<file path="config.mk">
export PLATFORM = sky130hd
export DESIGN_NAME = gesture_servo_ramp
export DESIGN_NICKNAME = d
export VERILOG_FILES = /design/src/rtl/gesture_servo_ramp.sv
export SDC_FILE = /design/constraint.sdc
export NUM_CORES = 2
export LEC_CHECK = 0
export ABC_CLOCK_PERIOD_IN_PS = 5700
export BUFFER_PORTS_ARGS = -buffer_cell sky130_fd_sc_hd__buf_2
export CAP_MARGIN = 0
export CORE_UTILIZATION = 58
export CTS_CLUSTER_SIZE = 28
export DETAILED_ROUTE_END_ITERATION = 16
export GPL_TIMING_DRIVEN = 0
export HOLD_SLACK_MARGIN = 0.1
export PLACE_DENSITY_LB_ADDON = 0.12
export SLEW_MARGIN = 40
export SYNTH_ARGS = -nofsm -noshare
export SYNTH_HDL_FRONTEND = slang
export SYNTH_SLANG_ARGS = --single-unit
</file>
<file path="constraint.sdc">
create_clock -name clk -period 5.7 [get_ports clk]
set_input_delay 0.57 -clock clk [delete_from_list [all_inputs] [get_ports clk]]
set_output_delay 0.57 -clock clk [all_outputs]
set_load 0.01 [all_outputs]
</file>
<file path="src/rtl/gesture_servo_ramp.sv">
// gesture_servo_ramp: gesture-selected pose table with per-channel rate-limited servo width slewing
module gesture_servo_ramp #(
  parameter int NUM_CH     = 5,
  parameter int GEST_W     = 8,
  parameter int NUM_GEST   = 16,
  parameter int WIDTH_W    = 16,
  parameter int TICK_DIV   = 1_000_000,
  parameter int STEP_US    = 20,
  parameter int MIN_US     = 1000,
  parameter int MAX_US     = 2000,
  parameter int DEFAULT_US = 1500
) (
  input  logic                        clk,
  input  logic                        reset,
  input  logic                        gesture_valid,
  input  logic [GEST_W-1:0]           gesture,
  input  logic                        tbl_we,
  input  logic [GEST_W-1:0]           tbl_addr,
  input  logic [$clog2(NUM_CH)-1:0]   tbl_ch,
  input  logic [WIDTH_W-1:0]          tbl_data,
  output logic [NUM_CH*WIDTH_W-1:0]   width_us,
  output logic [GEST_W-1:0]           active_gesture,
  output logic                        busy,
  output logic                        done,
  output logic                        err
);
  localparam int AW = NUM_GEST > 1 ? $clog2(NUM_GEST) : 1;
  localparam int CW = TICK_DIV > 1 ? $clog2(TICK_DIV) : 1;
  localparam logic [WIDTH_W-1:0] W_MIN  = WIDTH_W'(MIN_US);
  localparam logic [WIDTH_W-1:0] W_MAX  = WIDTH_W'(MAX_US);
  localparam logic [WIDTH_W-1:0] W_DEF  = WIDTH_W'(DEFAULT_US);
  localparam logic [WIDTH_W-1:0] W_STEP = WIDTH_W'(STEP_US);
  typedef enum logic [1:0] {IDLE, LOAD, RAMP} state_t;
  state_t state, state_nx;
  logic [WIDTH_W-1:0] tbl [NUM_GEST][NUM_CH];
  logic [WIDTH_W-1:0] cur [NUM_CH];
  logic [WIDTH_W-1:0] tgt [NUM_CH];
  logic [WIDTH_W-1:0] nxt [NUM_CH];
  logic [CW-1:0] cnt;
  logic [WIDTH_W-1:0] wdata;
  logic tick, acc, bad_g, wr_ok, all_eq;
  assign tick  = cnt == CW'(TICK_DIV - 1);
  assign acc   = gesture_valid && gesture != '0 && 32'(gesture) < NUM_GEST;
  assign bad_g = gesture_valid && 32'(gesture) >= NUM_GEST;
  assign wr_ok = tbl_we && 32'(tbl_addr) < NUM_GEST && 32'(tbl_ch) < NUM_CH;
  assign wdata = tbl_data < W_MIN ? W_MIN : tbl_data > W_MAX ? W_MAX : tbl_data;
  assign busy  = state != IDLE;
  assign done  = state == RAMP && all_eq && !acc;
  // a fresh accept always wins over finishing the current ramp
  assign state_nx = acc ? LOAD : state == LOAD ? RAMP : (state == RAMP && all_eq) ? IDLE : state;
  always_comb begin
    all_eq = 1'b1;
    for (int i = 0; i < NUM_CH; i++) begin
      all_eq = all_eq && cur[i] == tgt[i];
      nxt[i] = tgt[i] > cur[i] ? (tgt[i] - cur[i] > W_STEP ? cur[i] + W_STEP : tgt[i])
                               : (cur[i] - tgt[i] > W_STEP ? cur[i] - W_STEP : tgt[i]);
    end
  end
  for (genvar c = 0; c < NUM_CH; c++) begin : g_pack
    assign width_us[c*WIDTH_W +: WIDTH_W] = cur[c];
  end
  always_ff @(posedge clk or negedge reset) begin
    if (!reset) begin
      state          <= IDLE;
      cnt            <= '0;
      active_gesture <= '0;
      err            <= 1'b0;
      for (int i = 0; i < NUM_GEST; i++)
        for (int j = 0; j < NUM_CH; j++)
          tbl[i][j] <= W_DEF;
      for (int j = 0; j < NUM_CH; j++) begin
        cur[j] <= W_DEF;
        tgt[j] <= W_DEF;
      end
    end else begin
      state <= state_nx;
      cnt   <= tick ? '0 : cnt + 1'b1;
      err   <= bad_g || (tbl_we && !wr_ok);
      if (acc) active_gesture <= gesture;
      if (wr_ok) tbl[tbl_addr[AW-1:0]][tbl_ch] <= wdata;
      for (int j = 0; j < NUM_CH; j++) begin
        if (state == LOAD) tgt[j] <= tbl[active_gesture[AW-1:0]][j];
        if (state == RAMP && tick) cur[j] <= nxt[j];
      end
    end
  end
endmodule

</file>
==> flow_results.org <==
** STA
- For the pin with the worst max-slew slack, the measured transition is 0.985 ns.
- Setup violations remaining at the end of the flow were counted as 0.
- Dividing the final minimum period by the clock period gives between 90% and 100%.
- Final count of hold timing violations :: 0
- Unrepaired setup endpoints after global routing :: no
- Fmax :: approximately 180 MHz
- Worst slew margin :: 34.4%
- The tightest hold path in the finished design has a slack of 0.155 ns.
- Final Skew :: 0.0283 ns
- Minimum period implied by the final worst setup slack :: 5.42 ns
- The number of max-slew violations in the final report came to 0.
- Summed over all failing endpoints, the final setup total negative slack is 0 ns.

** Floorplanning
- Die X :: about 360 µm
- Die area :: 0.127 mm²
- Number of top-level pins :: 130
- After floorplanning, the core was divided into approximately 130 placement rows.
- The core region is between 0.1 and 0.15 mm².
- The floorplan step set the die height to about 360 µm.
- Initial cell density of the core :: around three fifths

** Place
- During placement, the flow inserted port buffers numbering approximately 130.
- The congestion estimate from routability-driven global placement came to approximately 1.0.
- Detailed placement finished with a half-perimeter wire length of ~180 mm.

** Clock network
- Number of clock sinks seen by CTS :: ~1500
- Skew-Pair Late Insertion Delay :: roughly 0.8 ns
- TritonCTS built the clock tree.
- Setup Buffers After CTS :: 0
- Number of clock buffers inserted by TritonCTS :: 154
- Worst-case clock buffer depth :: 3
- Clock-pin slew on the worst setup and hold paths :: ~0.07 ns
- CTS Root Cell :: clkbuf_16
- CTS built an H-tree with a depth of 4.

** Route
- Via count :: between 50000 and 60000
- Summed over all nets, wire length on met2 after detailed routing comes to 112 mm.
- Via density per instance :: ~6.6
- Antenna-violating nets left :: 0
- DRC violations left :: 0
- Wire length on met3 :: between 30 and 40 mm
- In this run, the number of DRC markers left after iteration 0 of detailed routing was ~8000.
- Top Layer Used :: met5
- For this block, the routed nets add up to 262 mm of wire.
- After detailed routing, the wire length on met1 is just under 100 mm.
- Detailed-route wire length per cell :: around 29 µm
- Before antenna repair, the detailed router went through 9 iterations.

** Run status
- Result of the run :: finished clean

** Job
- Across the run, the number of max-cap violations was 0.

** Pwr
- Power density of the placed cells :: roughly 300 mW/mm²
- Lkg Pwr :: approximately 35 nW
- VDD sags by at most 354 µV.

** Setup path
- Type of destination of the critical path :: primary output
- Worst setup SP type :: flop
- CP required :: 5.13 ns
- The worst register-to-register path has a depth of 12.
- R2R setup slack :: ~0.69 ns
- In this run the critical register-to-register path is captured at width_us[10].
- Critical Setup Path Class :: flop to primary output
- Largest fanout on the critical path :: 9
- The startpoint identified for the worst register-to-register timing path is width_us[7].
- Arrival time worst endpoint :: about 4.9 ns

** Synthesis
- The biggest area contributor in the post-synthesis netlist is dfrtp_1.
- Most frequent cells after synthesis :: nand2_1, o21ai_0, dfrtp_1
- Proportion of synthesized flip-flops having asynchronous set or reset :: 100%
- Per-instance average area after synthesis :: about 11 µm²
- Gate count after technology mapping :: 6795
- When the netlist entered floorplanning its net count stood at 7005.
- Top FF cell, synth :: dfrtp_1
- Area fraction of the dominant cell type after synthesis :: around 29%
- In the post-synthesis netlist, the biggest area contributors are dfrtp_1, dfstp_2, mux4_2.
- Register area share after synthesis :: between 50 and 60%
- Yosys instantiated no cell more often than nand2_1.
- For this run, the number of Yosys warnings is 0.
- After synthesis, the netlist uses between 100 and 150 different library cells.
- #FFs+latches synth :: 1471
- Number of synthesized flops with an enable pin :: 0
- In this run the cell area of the synthesized design comes to ~0.073 mm².

** GRT
- The number of antenna violations at the first check in global routing was 47.
- After global routing the overflow that remains totals 0.
- The first global-routing pass estimated ~380 mm of wire.
- For this run, the total global-route usage over all layers was measured as between 40% and 50%.
- Pin count of the biggest net entering global routing :: 110
- The via count of the first global-routing pass was 57200.

** Min path
- WHS Endpoint :: active_gesture[0]
- HP Start :: gesture_valid
- The worst hold path was traced through 3 stages.
- Worst min path class :: input port to flop

** Layout
- Layout Area Growth over Synthesis :: 12.4%
- Net count reported at finish :: ~7300
- After filler insertion, the fill cell instance count of the layout stands at around 10000.
- Ratio of cells with drive above 1 in the final layout :: between 20% and 30%
registers in the layout (all words and copies together), names as in the netlist:
register        count
width_us           80
tbl              1280
active_gesture      8
state               2
cnt                20
err                 1
tgt                80
through the flow:
stage	power, mW	setup slack (ns)	std cells	cell area [µm²]	util, %
3_5_place_dp	14.2	0.403	8594	76700	61.7
3_3_place_gp	14.1	-27.36	8561	75800	61.0
4_1_cts	24.6	0.0105	8888	82000	66.0
5_1_grt	25.3	0.0566	8892	82100	66.1
2_1_floorplan	12.9	1.93	6795	73100	-
6_report	24.7	0.279	8918	82200	66.1
routing by layer:
metal  GRT usage [%]  up-vias
met1            55.1    29800
met5               0        -
met4            22.9       24
met3            16.3      878
li1                -    24800
met2            58.9     3747
worst max-delay path by stage:
stage	start	to	slack (ns)	cells past startpoint
after floorplan	width_us[56]	width_us[63]	1.93	15
after global placement	reset	tbl[491]	-27.36	1
after detailed placement	width_us[10]	width_us[10]	0.40	14
after CTS	width_us[10]	done	0.01	11
after global routing	width_us[8]	done	0.06	11
final	width_us[8]	done	0.28	11
power breakdown:
part / internal (mW) / total [mW] / switching (mW)
clock: 6.11 / 10.5 / 4.43
sequential: 10.6 / 10.6 / 0.0585
combinational: 1.20 / 3.58 / 2.38
cells by family (layout without fill, tap and decap cells):
kind of cell | Yosys count | in the layout | synth area share (%)
simple gates | 2225 | 2225 | 14.3
compound gates | 1738 | 1738 | 14.0
flops | 1471 | 1471 | 51.4
buf+inv | 683 | 1140 | 3.60
mux | 429 | 429 | 12.7
fa+ha+maj | 172 | 172 | 2.99
xor+xnor | 77 | 77 | 0.923
other cells | 0 | 29 | 0
critical path, cell delays in order, from the launching register on:
cell and delay [ns]:
dfstp_2 0.64, inv_1 0.14, ha_1 0.30, clkbuf_1 0.34, nand2_1 0.30, or3_1 0.51
nor4_1 0.31, and3_1 0.44, nand4_1 0.26, nor4_2 0.35, and2_1 0.28, buf_2 0.17
final cells by class:
type | count | area, µm² | area share, %
flip-flops and latches | 1471 | 37600 | 45.8
multi-input cells | 4641 | 33000 | 40.1
clock buffers | 235 | 4640 | 5.64
well taps | 1637 | 2050 | 2.49
plain buffers | 475 | 2020 | 2.46
repair buffers | 172 | 1380 | 1.67
inverters | 205 | 769 | 0.936
clock inverters | 53 | 659 | 0.802
diodes | 29 | 72.6 | 0.0883
placed cells by master (no fill, tap or decap), types with 26 or more instances in the layout:
master     synthesis  final
nand3_1           87     87
nor4_1            30     26
ha_1             166    165
dfrtp_1          841    841
clkbuf_8           0     35
inv_1            203    203
xnor2_1           49     49
and3_1            41     41
a21oi_1          182    182
nor3_1            75     68
clkbuf_16          0    160
a211oi_1          37     36
nand4_1           35     35
clkbuf_2           0    115
nand2_1         1193   1193
a21o_1            56     56
o211ai_1          31     31
and2_1           421    421
o21ai_0         1099   1099
buf_2             24    177
mux4_2           400    400
diode_2            0     29
xor2_1            28     28
nor2b_1           40     40
o21a_1            34     34
nor2_1           170    162
clkbuf_1         419    345
or3_1             31     31
dfstp_2          630    630
what timing repair did:
item / CTS / global route
hold endpoints to repair: 80 / 0
endpoints found under the setup margin: 1 / 1
gates resized for setup: 0 / 2
hold buffers: 7 / 0
No activity file was read; power rests on OpenSTA's default activity.
